File: config.mk
export PLATFORM = sky130hd
export DESIGN_NAME = ex_mem_stage
export DESIGN_NICKNAME = d
export VERILOG_FILES = /design/src/rtl/dlx_pkg.sv /design/src/rtl/branch_resolve.sv /design/src/rtl/ex_mem_stage.sv
export SDC_FILE = /design/constraint.sdc
export NUM_CORES = 1
export LEC_CHECK = 0
export BUFFER_PORTS_ARGS = -buffer_cell sky130_fd_sc_hd__clkbuf_2
export CAP_MARGIN = 20
export CORE_MARGIN = 4
export CORE_UTILIZATION = 46
export CTS_CLUSTER_SIZE = 8
export DETAILED_ROUTE_END_ITERATION = 8
export PLACE_DENSITY = 0.91
export SETUP_SLACK_MARGIN = 0.2
export SYNTH_ARGS = -nofsm -noshare
export SYNTH_HDL_FRONTEND = slang
export SYNTH_HIERARCHICAL = 1
export SYNTH_SLANG_ARGS = --single-unit
File: constraint.sdc
create_clock -name clk -period 2.07 [get_ports clk]
set_input_delay 0.1035 -clock clk [delete_from_list [all_inputs] [get_ports clk]]
set_output_delay 0.1035 -clock clk [all_outputs]
set_load 0.05 [all_outputs]
File: src/rtl/dlx_pkg.sv
// Shared DLX pipeline types: datapath widths, the EX/MEM register layout and the ALU-op encoding.
package dlx_pkg;
    localparam int XLEN   = 32;
    localparam int REG_AW = 5;

    typedef enum logic [3:0] {
        ALU_ADD, ALU_SUB, ALU_AND, ALU_OR, ALU_XOR, ALU_SLL,
        ALU_SRL, ALU_SRA, ALU_SLT, ALU_SLTU, ALU_LUI, ALU_SEQ
    } alu_op_e;

    typedef struct packed {
        logic              valid;
        logic [REG_AW-1:0] rd;
        logic              reg_write;
        logic              mem_read;
        logic              mem_write;
        logic [XLEN-1:0]   result;
        logic [XLEN-1:0]   store_data;
    } ex_mem_t;
endpackage

File: src/rtl/branch_resolve.sv
// Branch/jump resolution: decides take in EX, registers the one-cycle redirect and counts taken branches.
module branch_resolve #(
    parameter int XLEN  = 32,
    parameter int CNT_W = 32
) (
    input  logic             clk,
    input  logic             rst_n,
    input  logic             ex_ready,
    input  logic             ex_valid,
    input  logic             ex_is_branch,
    input  logic             ex_is_jump,
    input  logic             alu_zf,
    input  logic [XLEN-1:0]  ex_target,
    output logic             redirect,
    output logic [XLEN-1:0]  redirect_pc,
    output logic [CNT_W-1:0] taken_count
);
    logic take;

    // The instruction in EX during a redirect is wrong-path, so it can never resolve as taken.
    assign take = ex_ready & ex_valid & ~redirect & (ex_is_jump | (ex_is_branch & alu_zf));

    always_ff @(posedge clk) begin
        if (!rst_n) begin
            redirect    <= 1'b0;
            redirect_pc <= '0;
            taken_count <= '0;
        end else begin
            redirect <= take;
            if (take) begin
                redirect_pc <= ex_target;
                taken_count <= taken_count + 1'b1;
            end
        end
    end
endmodule

File: src/rtl/ex_mem_stage.sv
// EX/MEM pipeline stage: captures the ALU result and control bundle, resolves branches, exposes forwarding.
module ex_mem_stage #(
    parameter int XLEN   = dlx_pkg::XLEN,
    parameter int REG_AW = dlx_pkg::REG_AW,
    parameter int CNT_W  = 32
) (
    input  logic              clk,
    input  logic              rst_n,
    input  logic              ex_valid,
    input  logic [XLEN-1:0]   alu_res,
    input  logic              alu_zf,
    input  logic [REG_AW-1:0] ex_rd,
    input  logic              ex_reg_write,
    input  logic              ex_mem_read,
    input  logic              ex_mem_write,
    input  logic [XLEN-1:0]   ex_store_data,
    input  logic              ex_is_branch,
    input  logic              ex_is_jump,
    input  logic              ex_link,
    input  logic [XLEN-1:0]   ex_pc4,
    input  logic [XLEN-1:0]   ex_target,
    input  logic              mem_stall,
    output logic              ex_ready,
    output logic              redirect,
    output logic [XLEN-1:0]   redirect_pc,
    output logic              flush,
    output logic              mem_valid,
    output logic [REG_AW-1:0] mem_rd,
    output logic              mem_reg_write,
    output logic              mem_mem_read,
    output logic              mem_mem_write,
    output logic [XLEN-1:0]   mem_result,
    output logic [XLEN-1:0]   mem_store_data,
    output logic              fwd_valid,
    output logic [REG_AW-1:0] fwd_rd,
    output logic [XLEN-1:0]   fwd_data,
    output logic [CNT_W-1:0]  taken_count
);
    import dlx_pkg::*;

    ex_mem_t q;
    logic    live;

    assign ex_ready = ~mem_stall;
    assign live     = ex_valid & ~redirect;

    branch_resolve #(.XLEN(XLEN), .CNT_W(CNT_W)) u_br (
        .clk         (clk),
        .rst_n       (rst_n),
        .ex_ready    (ex_ready),
        .ex_valid    (ex_valid),
        .ex_is_branch(ex_is_branch),
        .ex_is_jump  (ex_is_jump),
        .alu_zf      (alu_zf),
        .ex_target   (ex_target),
        .redirect    (redirect),
        .redirect_pc (redirect_pc),
        .taken_count (taken_count)
    );

    always_ff @(posedge clk) begin
        if (!rst_n) begin
            q <= '0;
        end else if (ex_ready) begin
            q.valid      <= live;
            q.rd         <= ex_rd;
            // Writes to r0 are dropped here so forwarding never matches r0.
            q.reg_write  <= live & ex_reg_write & (ex_rd != '0);
            q.mem_read   <= live & ex_mem_read;
            q.mem_write  <= live & ex_mem_write;
            q.result     <= ex_link ? ex_pc4 : alu_res;
            q.store_data <= ex_store_data;
        end
    end

    assign flush          = redirect;
    assign mem_valid      = q.valid;
    assign mem_rd         = q.rd;
    assign mem_reg_write  = q.reg_write;
    assign mem_mem_read   = q.mem_read;
    assign mem_mem_write  = q.mem_write;
    assign mem_result     = q.result;
    assign mem_store_data = q.store_data;

    // Loads are excluded: their data only exists after the memory access.
    assign fwd_valid = q.valid & q.reg_write & ~q.mem_read;
    assign fwd_rd    = q.rd;
    assign fwd_data  = q.result;
endmodule

==> qor.csv, run 1 <==
stage;metric;value;unit
sta;setup_tns;0;ps
pwr;p_sw;0.00226;W
sta;max_freq;0.549;GHz
logic_synthesis;synth_most_common_cell;dfxtp_1;
drt;dr_total_vias;6210;
pwr;internal-power;0.00526;W
sta;period_share;88.0;%
grt;grt_max_degree;97;
logic_synthesis;synth_top_area_share;44.7;%
drt;wl;20.9;mm
worst_setup_path;reg2reg_slack;270;ps
clocking;cts.sinks;138;
pwr;pwr_density_cell;847;nW/µm²
logic_synthesis;syn_inst;659;
pwr;p_clk_share;42.7;%
sta;hold_viol_final;0;
sta;min_period;1820;ps
logic_synthesis;yosys-top-cells-count;138 x dfxtp_1, 123 x nand2_1, 81 x mux2i_1;
logic_synthesis;synthesis.area;6170;µm²
drt;drc;0;
sta;worst_clock_skew;9.07;ps
logic_synthesis;yosysWarnings;6;
hold_path;min_path_type;input pin to register;
logic_synthesis;ys_types;41;
floorplanning;io_pins;322;
layout;flow.area_growth_from_synthesis;43.8;%
sta;slew_headroom;54.1;%
placement;dp_cells;1081;
grt;gr-total-overflow;0;
placement;gp_congestion;0.836;
worst_setup_path;crit_start;ex_rd[0];
sta;finalSetupViolCount;0;
logic_synthesis;seq_area_frac_synth;44.7;%
floorplanning;row_count;42;
worst_setup_path;endpoint;mem_reg_write$_SDFFE_PN0N_;
run;max_cap_viol_count;0;
outcome;outcome;complete, no violations;
drt;wire_per_inst;17.6;µm
drt;drt_iter0_drc;302;
pwr;p_total;0.00752;W
worst_setup_path;timing.rr.start;u_br/taken_count[0]$_SDFFE_PN0P_;
clocking;insertion_delay;420;ps
worst_setup_path;worstSetupStartpointType;input pin;
pwr;p_comb_share;19.1;%
logic_synthesis;synthTopCellsByArea;dfxtp_1 45%, mux2i_1 13%, nand2_1 7.5%, buf_4 5.3%, o211a_1 5.2%;
grt;grt_pass1_vias;6113;
worst_setup_path;r2r_end;u_br/taken_count[26]$_SDFFE_PN0P_;
worst_setup_path;cp_max_fo;2;
worst_setup_path;critPathKind;input pin to register;
logic_synthesis;syn_avg_cell_area;9.37;µm²
logic_synthesis;synth_nets;804;
logic_synthesis;ys_async_sr_fraction;0;%
worst_setup_path;cp.required;2370;ps
grt;grt_first_pass_wirelength;30.8;mm
pwr;ir_drop;0.621;mV
clocking;cts.htree.levels;4;
sta;drv_slew;0;
logic_synthesis;synth_area_leader_cell;dfxtp_1;
clocking;cts-root-buf;clkbuf_16;
grt;grtUsageTotal;26.0;%
placement;place_hpwl;13.0;mm
drt;ant_nets;0;
floorplanning;die_area;15300;µm²
layout;drive_above_1_share;37.9;%
clocking;cts.clk_slew.worst_paths;60;ps
placement;port_buffers;321;
floorplanning;core_area;13200;µm²
pwr;seq_power_share;38.1;%
layout;nFillCells;940;
worst_setup_path;worstPathArrival;2130;ps
pwr;p_leak;4.43;nW
floorplanning;fp.dieW;124;µm
floorplanning;start_util;46.8;%
clocking;numCtsBuffers;17;
drt;drtPass1Iterations;5;
logic_synthesis;synth_edf_count;0;
clocking;clk_path_buf_depth;2;
clocking;cts_setup_buffers;0;
logic_synthesis;ys_seq_elements;138;
worst_setup_path;r2r_cells;5;
layout;nNetsFinal;1138;
sta;rsz0062_at_grt;true;
floorplanning;die_h;124;µm
drt;via_per_inst;5.25;
logic_synthesis;synth-main-ff-cell;dfxtp_1;
worst_setup_path;crit_path_end_kind;register;
grt;antenna_found_initial;0;
sta;tightestPinTransition;689;ps
clocking;cts_tree;yes;
layout;stdcell_count;1183;
pwr;swShare;30.0;%
[repair_timing]
action,in CTS,in global routing
endpoints found under the hold margin,68,0
endpoints found under the setup margin,0,4
gates resized for setup,0,2
hold buffers,69,0
[state kept, by name (all words and copies together) (netlist names), 5 cells and up]
register / flops
fwd_data: 32
fwd_rd: 5
mem_store_data: 32
u_br/redirect_pc: 32
u_br/taken_count: 32
[placed cells by master, fill, tap and decap left out, drive strengths merged, types with 9 or more instances in the layout]
master	n
nand4	10
a21oi	48
mux2i	81
nor2b	39
or4	10
clkbuf	338
o31ai	9
buf	10
dlygate4sd3	69
nand3	13
nand2b	11
nand2	124
dfxtp	138
o211a	32
nor4	11
[worst min path at each step]
stage / startpoint / to / cells past startpoint
final: alu_res[15] / fwd_data[15]$_SDFFE_PN0N_ / 4
after global routing: ex_store_data[16] / mem_store_data[16]$_SDFFE_PN0N_ / 3
after CTS: ex_store_data[17] / mem_store_data[17]$_SDFFE_PN0N_ / 3
after detailed placement: ex_target[6] / u_br/redirect_pc[6]$_SDFFE_PN0P_ / 3
after global placement: ex_target[24] / u_br/redirect_pc[24]$_SDFFE_PN0P_ / 3
after floorplan: ex_target[18] / u_br/redirect_pc[18]$_SDFFE_PN0P_ / 2
[cell families after synthesis]
kind of cell | after synthesis | share of synthesized area (%)
flops | 138 | 44.7
mux | 81 | 13.1
fa+ha+maj | 1 | 0.203
buf+inv | 90 | 9.56
simple gates | 245 | 20.5
compound gates | 99 | 11.1
xor+xnor | 5 | 0.709
[layer usage]
metal	GRT usage, %	routed length [µm]
met5	0	0
met4	15.8	1010
met3	9.49	2060
met2	44.2	10400
met1	27.3	7440
[through the flow]
stage | area, µm² | setup WS, ps | hold WS (ps) | utilization [%]
4_1_cts | 8870 | 274 | 1.94 | 67.2
6_report | 8880 | 248 | 23.5 | 67.3
2_1_floorplan | 6190 | 206 | 240 | -
3_3_place_gp | 7550 | 366 | 326 | 57.2
3_5_place_dp | 7550 | 305 | 333 | 57.2
5_1_grt | 8880 | 165 | 6.76 | 67.3
[power by group through the flow]
stage / Sequential (W) / Clock [W] / Combinational [W]
after global placement: 0.00291 / 0 / 0.00129
after global routing: 0.00288 / 0.00338 / 0.00151
final: 0.00286 / 0.00321 / 0.00144
after detailed placement: 0.00292 / 0 / 0.00130
after CTS: 0.00286 / 0.00324 / 0.00142
after floorplan: 0.00332 / 0 / 0.000592
[critical path, cell delays in order]
cell and delay (ps):
dlygate4sd3_1 550, clkbuf_2 120, or4_1 550, nor2_1 150, o21ai_1 100, dlygate4sd3_1 550
[cell type report]
cell class / count / area, µm² / share of cell area (%)
Antenna cell: 1 / 2.50 / 0.0282
Clock buffer: 19 / 433 / 4.88
Tap cell: 176 / 220 / 2.48
Clock inverter: 13 / 194 / 2.18
Timing Repair Buffer: 398 / 2400 / 27.0
Multi-Input combinational cell: 431 / 2830 / 31.9
Sequential cell: 138 / 2780 / 31.3
Inverter: 7 / 26.3 / 0.296
No activity file was read; power rests on OpenSTA's default activity.
==> run 2, diff against run 1 <==
Settings changed: ABC_CLOCK_PERIOD_IN_PS from default to 2070, CTS_BUF_LIST from default to sky130_fd_sc_hd__clkbuf_4 sky130_fd_sc_hd__clkbuf_8 sky130_fd_sc_hd__clkbuf_16.
==> qor.csv, run 2 (synthesized netlist as in run 1, its figures left out) <==
stage;metric;value;unit;change
outcome;outcome;complete, no violations;;unchanged
grt;antenna_found_initial;0;;unchanged
sta;rsz0062_at_grt;true;;unchanged
layout;multi_input_area;2830;µm²;unchanged
placement;port_buffers;321;;unchanged
clocking;cts.htree.levels;4;;unchanged
sta;hold_viol_final;0;;unchanged
grt;grt.met2_usage;43.4;%;was 44.2%
drt;ant_nets;0;;unchanged
sta;drv_slew;0;;unchanged
drt;dr_total_vias;6169;;was 6210
drt;wl;20.5;mm;was 20.9 mm
grt;gr-total-overflow;0;;unchanged
worst_setup_path;slowest_stage;nor4_1;;was dlygate4sd3_1
drt;drt_iter0_drc;357;;was 302
clocking;cts-root-buf;clkbuf_16;;unchanged
grt;grtUsageTotal;25.4;%;was 26.0%
drt;via_per_inst;5.22;;was 5.25
sta;max_freq;0.549;GHz;about the same
sta;holdWs;13.0;ps;was 23.5 ps
sta;finalSetupViolCount;0;;unchanged
sta;setup_tns;0;ps;unchanged
grt;grt_max_degree;97;;unchanged
clocking;cts_tree;yes;;unchanged
floorplanning;start_util;46.8;%;unchanged
grt;met1_usage;26.8;%;was 27.3%
sta;slew_headroom;54.2;%;was 54.1%
worst_setup_path;timing.rr.start;u_br/taken_count[0]$_SDFFE_PN0P_;;unchanged
clocking;clk_path_buf_depth;2;;unchanged
drt;drc;0;;unchanged
layout;nNetsFinal;1137;;was 1138
floorplanning;die_h;124;µm;unchanged
sta;worst_clock_skew;13.8;ps;was 9.07 ps
layout;register_area;2780;µm²;unchanged
layout;post-route-util;67.3;%;about the same
worst_setup_path;cp.required;2410;ps;was 2370 ps
floorplanning;core_area;13200;µm²;unchanged
floorplanning;die_area;15300;µm²;unchanged
clocking;cts.sinks;138;;unchanged
worst_setup_path;r2r_cells;5;;unchanged
worst_setup_path;critPathMaxStageDelay;390;ps;was 550 ps
worst_setup_path;r2r_end;u_br/taken_count[26]$_SDFFE_PN0P_;;unchanged
pwr;p_leak;4.43;nW;about the same
sta;tightestPinTransition;687;ps;was 689 ps
layout;final_common_cell;clkbuf_2;;unchanged
placement;gp_congestion;0.836;;unchanged
worst_setup_path;crit_start;u_br/taken_count[0]$_SDFFE_PN0P_;;was ex_rd[0]
layout;nFillCells;933;;was 940
worst_setup_path;crit_buf_inv;0;;was 3
sta;min_period;1820;ps;about the same
grt;top_usage_layer;met2;;unchanged
drt;drtPass1Iterations;5;;unchanged
layout;drive_above_1_share;38.1;%;was 37.9%
layout;final_cell_area;8880;µm²;about the same
clocking;numCtsBuffers;17;;unchanged
worst_setup_path;reg2reg_slack;250;ps;was 270 ps
grt;grt_pass1_vias;6082;;was 6113
placement;place_hpwl;13.0;mm;unchanged
floorplanning;io_pins;322;;unchanged
floorplanning;row_count;42;;unchanged
layout;flow.area_growth_from_synthesis;43.7;%;was 43.8%
drt;wire_per_inst;17.3;µm;was 17.6 µm
worst_setup_path;worstPathArrival;2160;ps;was 2130 ps
placement;dpl_cell_area;7550;µm²;unchanged
floorplanning;fp.dieW;124;µm;unchanged
run;max_cap_viol_count;0;;unchanged
pwr;p_total;0.00752;W;about the same
grt;use_met3;9.22;%;was 9.49%
pwr;ir_drop;0.624;mV;was 0.621 mV
worst_setup_path;critPathKind;register to register;;was input pin to register
hold_path;min_path_type;input pin to register;;unchanged
clocking;insertion_delay;420;ps;about the same
pwr;pwr_density_cell;848;nW/µm²;was 847 nW/µm²
layout;layout_common_cells;319 x clkbuf_2, 128 x dfxtp_1, 122 x nand2_1, 81 x mux2i_1, 68 x dlygate4sd3_1;;was 319 x clkbuf_2, 128 x dfxtp_1, 122 x nand2_1, 81 x mux2i_1, 69 x dlygate4sd3_1
grt;grt_first_pass_wirelength;30.3;mm;was 30.8 mm
worst_setup_path;endpoint;u_br/taken_count[26]$_SDFFE_PN0P_;;was mem_reg_write$_SDFFE_PN0N_
worst_setup_path;crit_cells;5;;was 6
worst_setup_path;path_cells;ha_1 > and4b_1 > nand3_1 > nor4_1 > mux2i_1;;was dlygate4sd3_1 > clkbuf_2 > or4_1 > nor2_1 > o21ai_1 > dlygate4sd3_1
clocking;cts_setup_buffers;0;;unchanged
worst_setup_path;worstSetupStartpointType;register;;was input pin
worst_setup_path;cp_max_fo;5;;was 2
sta;period_share;88.0;%;about the same
worst_setup_path;crit_path_end_kind;register;;unchanged
worst_setup_path;cp_top_family;simple AND/OR/NAND/NOR gates;;was buffers and inverters
clocking;cts.clk_slew.worst_paths;60;ps;about the same
==> run 2: how the worst min path moves through the flow <==
stage                            from                                end  slack, ps  cells past startpoint
detailed placement       ex_target[6]   u_br/redirect_pc[6]$_SDFFE_PN0P_        330                      3
finish               ex_store_data[0]     mem_store_data[0]$_SDFFE_PN0N_         10                      3
global placement        ex_target[24]  u_br/redirect_pc[24]$_SDFFE_PN0P_        330                      3
global route        ex_store_data[16]    mem_store_data[16]$_SDFFE_PN0N_          5                      3
CTS                 ex_store_data[17]    mem_store_data[17]$_SDFFE_PN0N_          2                      3
floorplan               ex_target[18]  u_br/redirect_pc[18]$_SDFFE_PN0P_        240                      2
==> run 2: report_power, final <==
| group | switching (W) | total (W) | internal (W) |
|---|---|---|---|
| clock network | 0.00117 | 0.00323 | 0.00205 |
| logic | 0.000982 | 0.00143 | 0.000451 |
| registers | 0.0000863 | 0.00286 | 0.00278 |
==> run 2: layer usage <==
| metal | up-vias | routed length (µm) | share of wire [%] |
|---|---|---|---|
| li1 | 2919 | - | - |
| met1 | 2853 | 7420 | 36 |
| met2 | 325 | 10100 | 49 |
| met3 | 72 | 1990 | 9.7 |
| met4 | 0 | 937 | 4.6 |
| met5 | - | 0 | 0 |
==> run 2: stage by stage <==
| step | worst slack (ps) | std cells |
|---|---|---|
| 2_1_floorplan | 206 | 659 |
| 3_3_place_gp | 366 | 1081 |
| 3_5_place_dp | 305 | 1081 |
| 4_1_cts | 274 | 1181 |
| 5_1_grt | 165 | 1181 |
| 6_report | 249 | 1182 |
==> run 2: cell type report <==
cell class	count	share of cell area, %
well taps	176	2.48
diodes	1	0.0282
inverters	7	0.296
multi-input cells	431	31.9
clock inverters	13	2.18
clock buffers	19	4.96
flip-flops and latches	138	31.3
repair buffers	397	26.9
==> run 2: timing repair <==
action	4_1_cts	5_1_grt
endpoints found under the hold margin	67	0
hold buffers	68	0
gates resized for setup	0	2
setup endpoints to repair	0	4
==> run 2: worst register-to-register path, cell delays in order (launching register included) <==
cell     delay, ps
dfxtp_2        360
ha_1           160
and4b_1        340
nand3_1        270
nor4_1         400
mux2i_1        230
==> run 3, diff against run 2 <==
Settings changed: PLACE_DENSITY 0.91 to 0.86.
==> qor.csv, run 3 (synthesized netlist as in run 1, its figures left out) <==
stage;metric;value;unit;change
outcome;outcome;complete, no violations;;unchanged
worst_setup_path;cp.required;2410;ps;about the same
drt;drc;0;;unchanged
worst_setup_path;timing.rr.start;u_br/taken_count[0]$_SDFFE_PN0P_;;unchanged
worst_setup_path;worstSetupStartpointType;register;;unchanged
sta;finalSetupViolCount;0;;unchanged
drt;dr_total_vias;6192;;was 6169
layout;nNetsFinal;1141;;was 1137
layout;nFillCells;964;;was 933
pwr;ir_drop;0.669;mV;was 0.624 mV
sta;tightestPinTransition;680;ps;was 687 ps
clocking;cts.sinks;138;;unchanged
sta;drv_slew;0;;unchanged
sta;min_period;1730;ps;was 1820 ps
worst_setup_path;r2r_end;u_br/taken_count[18]$_SDFFE_PN0P_;;was u_br/taken_count[26]$_SDFFE_PN0P_
placement;place_hpwl;13.1;mm;was 13.0 mm
hold_path;min_from;alu_res[12];;was ex_store_data[0]
grt;grt_first_pass_wirelength;30.5;mm;was 30.3 mm
hold_path;hold-path-cell-count;4;;was 3
sta;slew_headroom;54.7;%;was 54.2%
worst_setup_path;reg2reg_slack;340;ps;was 250 ps
floorplanning;start_util;46.8;%;unchanged
sta;worst_clock_skew;7.44;ps;was 13.8 ps
worst_setup_path;r2r_cells;5;;unchanged
pwr;p_leak;4.44;nW;was 4.43 nW
drt;drt_iter0_drc;371;;was 357
pwr;p_total;0.00738;W;was 0.00752 W
sta;max_freq;0.578;GHz;was 0.549 GHz
layout;final_common_cell;clkbuf_2;;unchanged
sta;period_share;83.6;%;was 88.0%
placement;gp_congestion;0.840;;was 0.836
floorplanning;die_h;124;µm;unchanged
grt;grtUsageTotal;25.6;%;was 25.4%
worst_setup_path;critPathKind;register to register;;unchanged
sta;rsz0062_at_grt;false;;was true
sta;hold_viol_final;0;;unchanged
run;max_cap_viol_count;0;;unchanged
worst_setup_path;crit_path_end_kind;register;;unchanged
pwr;pwr_density_cell;829;nW/µm²;was 848 nW/µm²
drt;drtPass1Iterations;5;;unchanged
layout;drive_above_1_share;38.0;%;was 38.1%
floorplanning;die_area;15300;µm²;unchanged
grt;grt_max_degree;97;;unchanged
hold_path;min_path_type;input pin to register;;unchanged
clocking;cts.clk_slew.worst_paths;60;ps;about the same
hold_path;hold_end;fwd_data[12]$_SDFFE_PN0N_;;was mem_store_data[0]$_SDFFE_PN0N_
grt;grt_pass1_vias;6064;;was 6082
clocking;clk_path_buf_depth;2;;unchanged
floorplanning;io_pins;322;;unchanged
worst_setup_path;cp_max_fo;8;;was 5
clocking;insertion_delay;420;ps;about the same
drt;wire_per_inst;17.6;µm;was 17.3 µm
drt;wl;20.9;mm;was 20.5 mm
clocking;cts.htree.levels;4;;unchanged
grt;antenna_found_initial;1;;was 0
sta;setup_tns;0;ps;unchanged
floorplanning;fp.dieW;124;µm;unchanged
clocking;cts_tree;yes;;unchanged
layout;flow.area_growth_from_synthesis;44.2;%;was 43.7%
grt;gr-total-overflow;0;;unchanged
layout;layout_common_cells;319 x clkbuf_2, 128 x dfxtp_1, 122 x nand2_1, 81 x mux2i_1, 72 x dlygate4sd3_1;;was 319 x clkbuf_2, 128 x dfxtp_1, 122 x nand2_1, 81 x mux2i_1, 68 x dlygate4sd3_1
placement;port_buffers;321;;unchanged
clocking;numCtsBuffers;17;;unchanged
drt;via_per_inst;5.22;;about the same
clocking;cts-root-buf;clkbuf_16;;unchanged
floorplanning;row_count;42;;unchanged
worst_setup_path;worstPathArrival;2070;ps;was 2160 ps
floorplanning;core_area;13200;µm²;unchanged
drt;ant_nets;0;;unchanged
==> run 3: cell types whose count changed in the layout (fill, tap and decap cells not counted), sizes merged <==
cell / delta
clkinv: -2
bufinv: -2
dlygate4sd3: +4
clkbuf: -1
inv: +5
diode: +1
==> run 3: cell type report <==
class                           instances  area [µm²]  area share, %
Sequential cell                       138        2780           31.2
Multi-Input combinational cell        431        2830           31.7
Tap cell                              176         220           2.47
Antenna cell                            2        5.00         0.0562
Timing Repair Buffer                  401        2450           27.5
Clock inverter                         14         161           1.81
Inverter                                7        26.3          0.295
Clock buffer                           18         439           4.93
==> run 3: power by group <==
| group | total [W] | internal, W | switching (W) |
|---|---|---|---|
| sequential | 0.00287 | 0.00278 | 0.0000907 |
| clock | 0.00307 | 0.00184 | 0.00123 |
| combinational | 0.00144 | 0.000461 | 0.000983 |
| total | 0.00738 | 0.00508 | 0.00231 |
==> run 3: worst max-delay path, stage by stage, from the launching register on <==
cell and delay [ps]:
dfxtp_2 360, ha_1 170, and4b_2 320, nand2_2 140
or4_1 500, a21oi_1 160
==> run 3: through the flow <==
| stage | util [%] | hold WS, ps | worst slack, ps | instance area, µm² | instances |
|---|---|---|---|---|---|
| after CTS | 67.4 | 4.93 | 249 | 8900 | 1185 |
| final | 67.5 | 22.9 | 340 | 8900 | 1187 |
| after detailed placement | 57.4 | 332 | 298 | 7570 | 1081 |
| after floorplan | - | 240 | 206 | 6190 | 659 |
| after global routing | 67.5 | 24.3 | 219 | 8900 | 1186 |
| after global placement | 57.4 | 326 | 359 | 7570 | 1081 |
==> run 3: how the worst max path moves through the flow <==
| stage | from | endpoint | slack (ps) | cells past startpoint |
|---|---|---|---|---|
| after floorplan | u_br/taken_count[14]$_SDFFE_PN0P_ | u_br/taken_count[23]$_SDFFE_PN0P_ | 210 | 5 |
| after global placement | u_br/taken_count[0]$_SDFFE_PN0P_ | u_br/taken_count[18]$_SDFFE_PN0P_ | 360 | 5 |
| after detailed placement | u_br/taken_count[0]$_SDFFE_PN0P_ | u_br/taken_count[16]$_SDFFE_PN0P_ | 300 | 5 |
| after CTS | u_br/taken_count[0]$_SDFFE_PN0P_ | u_br/taken_count[18]$_SDFFE_PN0P_ | 250 | 5 |
| after global routing | u_br/redirect$_SDFF_PN0_ | mem_reg_write$_SDFFE_PN0N_ | 220 | 4 |
| final | u_br/taken_count[0]$_SDFFE_PN0P_ | u_br/taken_count[18]$_SDFFE_PN0P_ | 340 | 5 |
==> run 3: timing repair <==
action                                  4_1_cts  5_1_grt
resized for setup                             0        2
endpoints found under the setup margin        0        3
endpoints found under the hold margin        72        0
hold buffers                                 72        0
setup buffers                                 0        0
==> run 3: routing by layer <==
metal  global-route usage [%]  up-vias  share of wire (%)
met4                     14.0        0                4.6
met3                     8.49       74                8.8
met2                     45.8      302                 51
met5                        0        -                  0
li1                         -     2919                  -
met1                     26.1     2897                 35
